File: config.mk
export PLATFORM = sky130hd
export DESIGN_NAME = add_accum_stage
export DESIGN_NICKNAME = d
export VERILOG_FILES = /design/src/rtl/add_accum_stage_pkg.sv /design/src/rtl/add_accum_stage_adder32_4.sv /design/src/rtl/add_accum_stage.sv
export SDC_FILE = /design/constraint.sdc
export NUM_CORES = 1
export LEC_CHECK = 0
export ABC_AREA = 1
export BUFFER_PORTS_ARGS = -buffer_cell sky130_fd_sc_hd__clkbuf_2
export CORE_MARGIN = 3
export CORE_UTILIZATION = 40
export DETAILED_ROUTE_END_ITERATION = 10
export PLACE_DENSITY = 0.71
export SYNTH_ARGS = -nofsm -noshare
export SYNTH_HDL_FRONTEND = slang
export SYNTH_SLANG_ARGS = --single-unit
File: constraint.sdc
create_clock -name clk -period 4.5 [get_ports clk]
set_input_delay 0.675 -clock clk [delete_from_list [all_inputs] [get_ports clk]]
set_output_delay 0.675 -clock clk [all_outputs]
set_load 0.02 [all_outputs]
File: src/rtl/add_accum_stage_pkg.sv
// Shared types and constants for the frame accumulator stage.
// Holds the FSM state encoding, default carry-field width and beat-count helpers.
package add_accum_stage_pkg;

   typedef enum logic [1:0] {
      IDLE  = 2'd0,
      ACCUM = 2'd1,
      HOLD  = 2'd2
   } state_t;

   localparam int HI_W_DEFAULT = 8;
   localparam int COUNT_W      = 16;

   // Beat counter sticks at all-ones instead of wrapping.
   function automatic logic [COUNT_W-1:0] sat_inc(input logic [COUNT_W-1:0] v);
      return (&v) ? v : v + {{(COUNT_W-1){1'b0}}, 1'b1};
   endfunction

endpackage

File: src/rtl/add_accum_stage_adder32_4.sv
// 32-bit adder built from 4-bit carry-lookahead blocks chained block to block.
// sum[32] is the carry-out of the full 32-bit addition.
module adder32_4 (
   input  logic [31:0] a,
   input  logic [31:0] b,
   output logic [32:0] sum
);

   // One 4-bit lookahead block: returns {carry_out, sum[3:0]}.
   function automatic logic [4:0] cla4(input logic [3:0] x, input logic [3:0] y, input logic c0);
      logic [3:0] g;
      logic [3:0] p;
      logic c1, c2, c3, c4;
      g  = x & y;
      p  = x ^ y;
      c1 = g[0] | (p[0] & c0);
      c2 = g[1] | (p[1] & g[0]) | (p[1] & p[0] & c0);
      c3 = g[2] | (p[2] & g[1]) | (p[2] & p[1] & g[0]) | (p[2] & p[1] & p[0] & c0);
      c4 = g[3] | (p[3] & g[2]) | (p[3] & p[2] & g[1]) | (p[3] & p[2] & p[1] & g[0])
         | (p[3] & p[2] & p[1] & p[0] & c0);
      return {c4, p ^ {c3, c2, c1, c0}};
   endfunction

   function automatic logic [32:0] add32(input logic [31:0] x, input logic [31:0] y);
      logic        cy;
      logic [31:0] s;
      logic [4:0]  blk;
      cy = 1'b0;
      s  = '0;
      for (int k = 0; k < 8; k++) begin
         blk          = cla4(x[4*k +: 4], y[4*k +: 4], cy);
         s[4*k +: 4]  = blk[3:0];
         cy           = blk[4];
      end
      return {cy, s};
   endfunction

   assign sum = add32(a, b);

endmodule

File: src/rtl/add_accum_stage.sv
// Frame accumulator: sums unsigned 32-bit beats into a {carry field, low word}
// total per frame and holds the result under ready/valid backpressure.
module add_accum_stage
   import add_accum_stage_pkg::*;
#(
   parameter int HI_W = HI_W_DEFAULT
) (
   input  logic                clk,
   input  logic                rst,
   input  logic                in_valid,
   output logic                in_ready,
   input  logic [31:0]         in_data,
   input  logic                in_last,
   output logic                out_valid,
   input  logic                out_ready,
   output logic [32+HI_W-1:0]  out_sum,
   output logic                out_ovf,
   output logic [COUNT_W-1:0]  out_count
);

   state_t              state;
   state_t              state_nxt;

   logic [31:0]         acc_lo_p1;
   logic [HI_W-1:0]     hi_p1;
   logic [COUNT_W-1:0]  count_p1;
   logic                ovf_p1;

   logic                accept;
   logic                take;
   logic                start;
   logic [31:0]         add_a;
   logic [32:0]         add_sum;
   logic [HI_W-1:0]     hi_nxt;
   logic                wrap;

   assign out_valid = (state == HOLD);
   assign in_ready  = !out_valid || out_ready;
   assign accept    = in_valid && in_ready;
   assign take      = out_valid && out_ready;

   // Any beat outside ACCUM opens a fresh frame, so the running sum is ignored.
   assign start = (state != ACCUM);
   assign add_a = start ? 32'd0 : acc_lo_p1;

   adder32_4 u_adder (
      .a   (add_a),
      .b   (in_data),
      .sum (add_sum)
   );

   assign hi_nxt = start ? '0 : hi_p1 + HI_W'(add_sum[32]);
   assign wrap   = !start && add_sum[32] && (&hi_p1);

   always_comb begin
      state_nxt = state;
      if (accept) begin
         state_nxt = in_last ? HOLD : ACCUM;
      end else if (take) begin
         state_nxt = IDLE;
      end
   end

   always_ff @(posedge clk) begin
      if (rst) begin
         state <= IDLE;
      end else begin
         state <= state_nxt;
      end
   end

   // ---- accumulate stage: registers double as the held result ----
   always_ff @(posedge clk) begin
      if (rst) begin
         acc_lo_p1 <= '0;
         hi_p1     <= '0;
         count_p1  <= '0;
         ovf_p1    <= 1'b0;
      end else if (accept) begin
         acc_lo_p1 <= add_sum[31:0];
         hi_p1     <= hi_nxt;
         count_p1  <= start ? {{(COUNT_W-1){1'b0}}, 1'b1} : sat_inc(count_p1);
         ovf_p1    <= start ? 1'b0 : (ovf_p1 | wrap);
      end
   end

   assign out_sum   = {hi_p1, acc_lo_p1};
   assign out_ovf   = ovf_p1;
   assign out_count = count_p1;

endmodule

; ---- Yosys cells after proc, flatten, opt, wreduce, memory -nomap -nowiden
; Cells that the tools add are included.
[totals]
reg_bits = 59
input_bits = 37
output_inout_bits = 59
word_cells = 251
[classes]
addsub = 2
eq_ne = 3
muxes = 8
n_bitwise = 222
reduce_logical = 11
[op_table]
columns = op, count
row1 = $and A1 B1 Y1, 121
row2 = $or A1 B1 Y1, 77
row3 = $xor A4 B4 Y4, 16
row4 = $and A4 B4 Y4, 8
row5 = $mux W16, 2
row6 = $mux W32, 1
row7 = $add A16 B1 Y16 const B, 1
row8 = $reduce_and A16 Y1, 1
row9 = $add A8 B1 Y8, 1
row10 = $mux W8, 1
row11 = $reduce_and A8 Y1, 1
row12 = $mux W2, 3
row13 = $logic_and A1 B1 Y1, 4
row14 = $eq A2 B2 Y1 const B, 1
row15 = $logic_not A1 Y1, 2
row16 = $ne A2 B1 Y1 const B, 1
row17 = $ne A2 B2 Y1 const B, 1
row18 = $reduce_and A2 Y1, 1
row19 = $reduce_bool A2 Y1, 1
row20 = $logic_or A1 B1 Y1, 1
row21 = $mux W1, 1

; ---- Depth between registers and ports, before layout
; Gate-level depths: netlist of run 1.
[depth]
ltp_word = 25
ltp_mapped = 31
depth_no_buf = 30

; ---- Modules after synthesis
; From an unflattened synthesis of run 1, not the netlist that was laid out.
[hier_totals]
cells_unflattened = 591
hier_area_um2 = 4191.5
[modules_own_cells]
columns = mod, n_inst, cells_each, area_per_inst_um2, seq_area_each_um2
row1 = add_accum_stage, 1, 415, 2851.5, 1181.1
row2 = adder32_4, 1, 176, 1340.0, 0.0

; ---- Least setup slack after synthesis of run 1
; OpenSTA, ideal clock, no wires.
[synth_path]
kind = reg2reg
startpoint = reg state[1]
endpoint = reg hi_p1[7]
t_arrival_ns = 3.181
required_time_ns = 4.381
path_slack_ns = 1.200
stages_incl_launch_ff = 32
path_buffers = 1
synth_period_minus_slack_ns = 3.300
path_cell_list = dfxtp_1 -> inv_1 -> nand2_1 -> clkbuf_1 -> nor2_1 -> ha_1 -> nand2_1 -> nand2_1 -> nand2_1 -> nand2_2 -> nand2_2 -> nand2_4 -> nand2_2 -> nand2_4 -> nand2_4 -> nand2_4 -> nand2_2 -> nand2_4 -> nand2_4 -> nand2_4 -> nand2_2 -> nand2_4 -> nand2_1 -> nand2_1 -> ha_1 -> nand3_1 -> nor2_1 -> nand2_1 -> nor3_1 -> nand2_1 -> o21ai_0 -> a21oi_1
[synth_via]
elab_chain_len = 23
elab_cells_between_ends = 109
[synth_rtl]
columns = element, line_no
row1 = "start, declared", add_accum_stage.sv:21  ; state_t state;
row2 = "start signal, assigned", add_accum_stage.sv:68  ; state <= state_nxt;
row3 = $ne A2 B1 Y1, add_accum_stage.sv:43  ; assign start = (state != ACCUM);
row4 = $mux W32, add_accum_stage.sv:44  ; assign add_a = start ? 32'd0 : acc_lo_p1;
row5 = $xor A4 B4 Y4 or $and A4 B4 Y4 (tied branches), "add_accum_stage_adder32_4.sv:15, add_accum_stage_adder32_4.sv:14"
row6 = $and A1 B1 Y1, add_accum_stage_adder32_4.sv:19  ; c4 = g[3] | (p[3] & g[2]) | (p[3] & p[2] & g[1]) | (p[3] & p[2] & p[1] & g[0])
row7 = $or A1 B1 Y1 or $and A1 B1 Y1 (tied branches) (2 in series), add_accum_stage_adder32_4.sv:19
row8 = $or A1 B1 Y1, add_accum_stage_adder32_4.sv:19
row9 = $and A1 B1 Y1, add_accum_stage_adder32_4.sv:20  ; | (p[3] & p[2] & p[1] & p[0] & c0);
row10 = $or A1 B1 Y1, add_accum_stage_adder32_4.sv:20
row11 = [6 not listed], --
row12 = $and A1 B1 Y1, add_accum_stage_adder32_4.sv:20
row13 = $or A1 B1 Y1, add_accum_stage_adder32_4.sv:20
row14 = $and A1 B1 Y1, add_accum_stage_adder32_4.sv:20
row15 = $or A1 B1 Y1, add_accum_stage_adder32_4.sv:20
row16 = $and A1 B1 Y1, add_accum_stage_adder32_4.sv:20
row17 = $or A1 B1 Y1, add_accum_stage_adder32_4.sv:20
row18 = $add A8 B1 Y8, add_accum_stage.sv:52  ; assign hi_nxt = start ? '0 : hi_p1 + HI_W'(add_sum[32]);
row19 = $mux W8, add_accum_stage.sv:52
row20 = "end signal, assigned", add_accum_stage.sv:81  ; hi_p1 <= hi_nxt;
row21 = "end, declared", add_accum_stage.sv:25  ; logic [HI_W-1:0] hi_p1;
; Parallel ways exist; a longest one is shown, timed or not.
; A chain may end at the register's enable or synchronous reset.

; ---- Worst setup path in the final report of run 1
[layout_path]
startpoint = reg state[0]
endpoint = reg hi_p1[7]
; Same word-level chain as after synthesis.

==> summary.md, run 1 <==
| Metric | Value |
|---|---|
| Final net count | `712` |
| Final Skew | `0.00995 ns` |
| Internal power | `0.838 mW` |
| H-tree Lvls | `3` |
| Setup TNS | `0 ns` |
| Crit-path slowest cell | `nand2_1` |
| Die Wd | `105 µm` |
| Power per cell area | `269 nW/µm²` |
| Leakage | `2.39 nW` |
| Crit end category | `flip-flop` |
| GPL Wtd Cong | `0.863` |
| Routed length on met3 | `696 µm` |
| DR vias | `3,784` |
| Outcome | `finished clean` |
| Row count | `35` |
| Max Slew Vio Count | `0` |
| Net Sw Frac | `33.3%` |
| Total grt overflow | `0` |
| Post-DP HPWL | `7.23 mm` |
| Hold Vio Cnt, Final | `0` |
| CTS tree | `yes` |
| Mapped Avg Cell Area | `7.24 µm²` |
| Clock insertion delay at the later pin of the skew report | `0.34 ns` |
| Routed vias/inst | `4.94` |
| FF+latch count, synth | `59` |
| Initial antenna violation count | `0` |
| Arrival time at the worst endpoint | `4.06 ns` |
| Endpoints failing setup | `0` |
| Worst-case headroom to the max-slew limit | `51.8%` |
| Synth warn | `0` |
| Sink Count | `59` |
| Syn nets | `617` |
| Tot Pwr | `1.26 mW` |
| Max cap viols | `0` |
| P&R area growth vs syn | `20.0%` |
| Top_reg_cell synth | `dfxtp_1` |
| DRC violations left | `0` |
| CP Launch Type | `flip-flop` |
| Top routing layer used | `met4` |
| Final std cells w/o fill | `766` |
| Fmax | `0.262 GHz` |
| Cells after Synth | `537` |
| Clock network power share | `35.0%` |
| TritonRoute pass-1 iters | `4` |
| Antenna-violating nets left | `0` |
| Largest net degree at the start of global routing | `37` |
| Synth cell types | `33` |
| GR Util All Layers | `17.6%` |
| Switching power | `0.419 mW` |
| Type of the worst min-delay path | `flip-flop to flip-flop` |
| Sequential share of the synthesized area | `30.4%` |
| Port bufs | `95` |
| Combinational share of power | `19.8%` |
| Worst path most repeated cell | `nand2_4` |
| Post-Route WL | `9.48 mm` |
| Crit Path Class | `flip-flop to flip-flop` |
| Final min period | `3.82 ns` |
| Clk pin slew, worst setup/hold paths | `0.08 ns` |
| Period utilization | `84.8%` |
| Post-synth EDFFs | `0` |
| Placed insts | `750` |
| Drt wl/cell | `12.4 µm` |
| Starting Density | `41.7%` |
| Placeable core area | `9330 µm²` |
| Worst Tran Pin Value | `0.722 ns` |
| Hold slack | `0.473 ns` |
| Die boundary height | `105 µm` |
| Share of layout cells above drive strength 1 | `21.4%` |
| First-pass GRT wire length | `15.9 mm` |
| Required @ worst endpoint | `4.74 ns` |
| WL met1 | `4.42 mm` |
| Cts hold-fix bufs | `0` |
| CTS Buffer Depth | `2` |
| Vias in the first global route | `3,539` |
| Ports | `96` |
| Root Buffer | `clkbuf_8` |
| Post-Syn Area | `3890 µm²` |
| Peak supply drop | `0.000227 V` |
| Antenna diodes | `0` |
| Cts bufs inserted | `9` |
| DR WL met2 | `4.27 mm` |
| # Post-CTS Setup Buffers | `0` |
| Critical path's largest stage delay | `0.44 ns` |
| Asr flop ratio synth | `0%` |
| Final Core Density | `50.0%` |
| RSZ-0062 raised after global routing | `false` |
| Die Footprint | `10,900 µm²` |
| Sequential Power Share | `45.2%` |
| Post-CTS Resized | `0` |
| CP max FO | `19` |
| Initial DRC count | `133` |
[cells by family (layout without fill, tap and decap cells)]
family	count (synthesis)	count (layout)	synth area share [%]
simple gates	192	192	23.1
compound gates	122	122	16.8
buf+inv	102	202	10.0
flops	59	59	30.4
fa+ha+maj	43	43	15.4
xor+xnor	19	19	4.28
[worst paths after layout]
check / slack [ns] / from / cells after the start / to
max reg2reg: 0.68 / state[0]$_SDFFE_PP0P_ / 28 / hi_p1[7]$_SDFFE_PP0P_
max: 0.68 / state[0]$_SDFFE_PP0P_ / 28 / hi_p1[7]$_SDFFE_PP0P_
min: 0.47 / acc_lo_p1[9]$_SDFFE_PP0P_ / 2 / acc_lo_p1[9]$_SDFFE_PP0P_
min reg2reg: 0.47 / acc_lo_p1[9]$_SDFFE_PP0P_ / 2 / acc_lo_p1[9]$_SDFFE_PP0P_
[synthesized netlist by cell type (2+ instances only)]
master / n / area [µm²]
a211oi_1: 3 / 22.5
a21oi_1: 62 / 310
a31oi_1: 3 / 18.8
and3_1: 2 / 12.5
clkbuf_1: 12 / 45.0
dfxtp_1: 59 / 1180
fa_1: 8 / 160
ha_1: 35 / 438
inv_1: 87 / 327
nand2_1: 56 / 210
nand2_2: 9 / 56.3
nand2_4: 8 / 90.1
nand3_1: 27 / 135
nand3b_1: 2 / 15.0
nand4_1: 4 / 25.0
nor2_1: 65 / 244
nor3_1: 13 / 65.1
nor3_2: 2 / 20.0
nor4_1: 2 / 12.5
o21ai_0: 46 / 230
o21bai_1: 3 / 22.5
xor2_1: 18 / 158
[registers in the layout, indices dropped and copies added (netlist names)]
name and count:
acc_lo_p1 32, hi_p1 8, out_count 16, out_ovf 1, state 2
[layer usage]
layer / vias up / track usage (%)
met5: - / 0
met4: 0 / 4.31
met3: 7 / 6.67
met2: 111 / 28.6
met1: 1724 / 22.0
li1: 1942 / -
[cell usage in the layout, fill, tap and decap left out, types with 18 or more instances in the layout]
master,instances
nand3_1,27
inv_1,87
o21ai_0,46
dfxtp_1,59
xor2_1,18
ha_1,35
nand2_1,56
a21oi_1,62
nor2_1,65
clkbuf_2,95
[through the flow]
step	instance area, µm²	setup WS, ns
after CTS	4670	0.649
after global routing	4670	0.175
after floorplan	3890	1.20
final	4670	0.683
after detailed placement	4490	0.661
after global placement	4490	0.774
[layout make-up]
cell class                      instances  area [µm²]
Multi-Input combinational cell        376        2320
Fill cell                             954        4660
Clock inverter                          7        53.8
Sequential cell                        59        1180
Timing Repair Buffer                   98         498
Clock buffer                            9         124
Tap cell                              129         161
Inverter                               88         330
[worst max-delay path: cells and delay by family (launching register included)]
kind                     cells  cell delay (ns)
AO/OA/AOI/OAI                2             0.20
AND/OR/NAND/NOR             23             2.35
buffers and inverters        1             0.39
adder cells (fa/ha/maj)      2             0.37
flip-flops                   1             0.37
[power groups by stage]
stage	clock (mW)	combinational [mW]	sequential, mW
after global placement	0	0.243	0.580
final	0.440	0.249	0.568
after floorplan	0	0.134	0.611
after detailed placement	0	0.248	0.580
after global routing	0.481	0.281	0.571
after CTS	0.458	0.250	0.568
No activity file was read; power rests on OpenSTA's default activity.
==> run 2: changes to the inputs <==
Settings changed: PLACE_DENSITY 0.71 to 0.73.
Clock period 4.5 ns to 3.5 ns, I/O delays scaled along.
==> summary.md, run 2 (synthesis gave the netlist of run 1 again) <==
| Metric | Value |
|---|---|
| Startpoint of the worst hold path | `acc_lo_p1[29]$_SDFFE_PP0P_` |
| Power per cell area | `362 nW/µm² (+34%)` |
| P&R area growth vs syn | `26.4%` |
| Port bufs | `95 (unchanged)` |
| Leading cell type in the layout, fill and taps excluded | `clkbuf_2` |
| Leakage | `2.51 nW (+5.3%)` |
| CP Launch Type | `flip-flop` |
| DR vias | `3,834 (+1.3%)` |
| TritonRoute pass-1 iters | `7 (+3)` |
| GPL Wtd Cong | `0.869 (+0.65%)` |
| Outcome | `finished clean` |
| CTS tree | `yes` |
| Reg-to-reg critical path startpoint | `state[1]$_SDFFE_PP0P_` |
| Final Skew | `0.00929 ns (-0.000663 ns)` |
| GR Util All Layers | `17.4% (-0.11 points)` |
| Max cap viols | `0 (unchanged)` |
| Endpoints failing setup | `0 (unchanged)` |
| Tot Pwr | `1.78 mW (+41%)` |
| Vias in the first global route | `3,637 (+2.8%)` |
| Arrival time at the worst endpoint | `3.48 ns (-0.58 ns)` |
| Root Buffer | `clkbuf_8` |
| Worst-case headroom to the max-slew limit | `38.3% (-14 points)` |
| Post-Route WL | `9.91 mm (+4.5%)` |
| Period utilization | `93.2% (+8.3 points)` |
| Final Core Density | `52.7% (+2.7 points)` |
| Share of layout cells above drive strength 1 | `25.3% (+4.0 points)` |
| Drt wl/cell | `12.7 µm (+2.5%)` |
| Delay-heaviest family, CP | `simple AND/OR/NAND/NOR gates` |
| Starting Density | `41.7% (unchanged)` |
| Final min period | `3.26 ns (-0.557 ns)` |
| Required @ worst endpoint | `3.72 ns (-1.02 ns)` |
| H-tree Lvls | `3 (unchanged)` |
| Max Slew Vio Count | `0 (unchanged)` |
| Die boundary height | `105 µm (unchanged)` |
| Most frequent cells in the layout | `clkbuf_2 (95), inv_1 (86), nor2_1 (63)` |
| Total grt overflow | `0 (unchanged)` |
| Critical path's largest stage delay | `0.36 ns (-0.08 ns)` |
| Worst reg2reg path depth | `31 (+11%)` |
| Reg with most FFs | `acc_lo_p1` |
| Final net count | `727 (+2.1%)` |
| Sink Count | `59 (unchanged)` |
| Placeable core area | `9330 µm² (unchanged)` |
| Antenna-violating nets left | `0 (unchanged)` |
| Design Area, Final | `4910 µm² (+5.3%)` |
| DRC violations left | `0 (unchanged)` |
| Clk pin slew, worst setup/hold paths | `0.07 ns (about the same)` |
| Fmax | `0.307 GHz (+17%)` |
| R2R setup slack | `0.24 ns (-0.44 ns)` |
| Worst path most repeated cell | `nand2_2` |
| Crit path from | `state[1]$_SDFFE_PP0P_` |
| Routed vias/inst | `4.91 (-0.62%)` |
| Largest net degree at the start of global routing | `59 (+59%)` |
| Terminus of the critical flop-to-flop path | `hi_p1[7]$_SDFFE_PP0P_` |
| Cts bufs inserted | `9 (unchanged)` |
| Cell Area, Placed | `4510 µm² (+0.45%)` |
| Initial antenna violation count | `0 (unchanged)` |
| Placed insts | `751 (+0.13%)` |
| Peak supply drop | `0.000210 V (-7.2%)` |
| Final std cells w/o fill | `781 (+2.0%)` |
| Antenna diodes | `0 (unchanged)` |
| Worst Tran Pin Value | `0.920 ns (+0.198 ns)` |
| First-pass GRT wire length | `16.0 mm (+0.65%)` |
| Crit end category | `flip-flop` |
| Row count | `35 (unchanged)` |
| Die Footprint | `10,900 µm² (unchanged)` |
| CP max FO | `8 (-11)` |
| Worst Hold End | `acc_lo_p1[29]$_SDFFE_PP0P_` |
| Ports | `96 (unchanged)` |
| Post-DP HPWL | `7.30 mm (+0.88%)` |
| CTS Buffer Depth | `2 (unchanged)` |
| Hold Vio Cnt, Final | `0 (unchanged)` |
| Die Wd | `105 µm (unchanged)` |
| Hold Crit Depth | `2 (unchanged)` |
| Initial DRC count | `156 (+17%)` |
| Crit-path slowest cell | `ha_1` |
| Clock insertion delay at the later pin of the skew report | `0.33 ns (about the same)` |
| Cts hold-fix bufs | `0 (unchanged)` |
| Max reg flops | `32 (unchanged)` |
| Setup TNS | `0 ns (unchanged)` |
| Buf/Inv on CP | `2 (+1)` |
| Type of the worst min-delay path | `flip-flop to flip-flop` |
| Crit Path Class | `flip-flop to flip-flop` |
## run 2: through the flow
| stage | setup WS [ns] | hold slack (ns) |
|---|---|---|
| final | 0.239 | 0.476 |
| after floorplan | 0.200 | 0.462 |
| after CTS | 0.0213 | 0.471 |
| after global placement | 0.155 | 0.452 |
| after detailed placement | 0.0157 | 0.463 |
| after global routing | -0.0688 | 0.486 |
## run 2: worst max path at each step
stage                                       end  slack [ns]  depth (start not counted)
after detailed placement  hi_p1[7]$_SDFFE_PP0P_        0.02                         31
after floorplan           hi_p1[7]$_SDFFE_PP0P_        0.20                         31
after global routing      hi_p1[7]$_SDFFE_PP0P_       -0.07                         31
final                     hi_p1[7]$_SDFFE_PP0P_        0.24                         31
after CTS                 hi_p1[6]$_SDFFE_PP0P_        0.02                         30
after global placement    hi_p1[7]$_SDFFE_PP0P_        0.16                         31
## run 2: worst register-to-register path: cells and delay by family, from the launching register on
kind                     cells  cell delay [ns]
buffers and inverters        2             0.18
flip-flops                   1             0.33
adder cells (fa/ha/maj)      2             0.50
AND/OR/NAND/NOR             25             1.99
AO/OA/AOI/OAI                2             0.18
## run 2: report_power, final
group | switching (mW) | internal (mW) | total [mW]
clock | 0.274 | 0.439 | 0.713
combinational | 0.213 | 0.120 | 0.333
sequential | 0.0243 | 0.708 | 0.733
total | 0.512 | 1.27 | 1.78
## run 2: final cells by class
cell class / count / area (µm²)
clock buffer: 12 / 155
clock inverter: 4 / 72.6
tap: 129 / 161
multi-input combinational: 376 / 2370
timing repair buffer: 113 / 641
inverter: 88 / 330
sequential: 59 / 1180
fill: 916 / 4410
## run 2: per-layer routing
metal	routed length [µm]	share of wire, %	vias up	global-route usage (%)
met1	4460	45	1750	21.7
met4	118	1.2	0	5.25
li1	-	-	1973	-
met3	575	5.8	13	4.57
met2	4750	48	98	29.6
met5	0	0	-	0
## run 2: what timing repair did
action / 4_1_cts / 5_1_grt
endpoints found under the setup margin: 1 / 6
buffers inserted: 0 / 13
pin swaps: 0 / 9
gates resized for setup: 1 / 18
cloned: 0 / 1
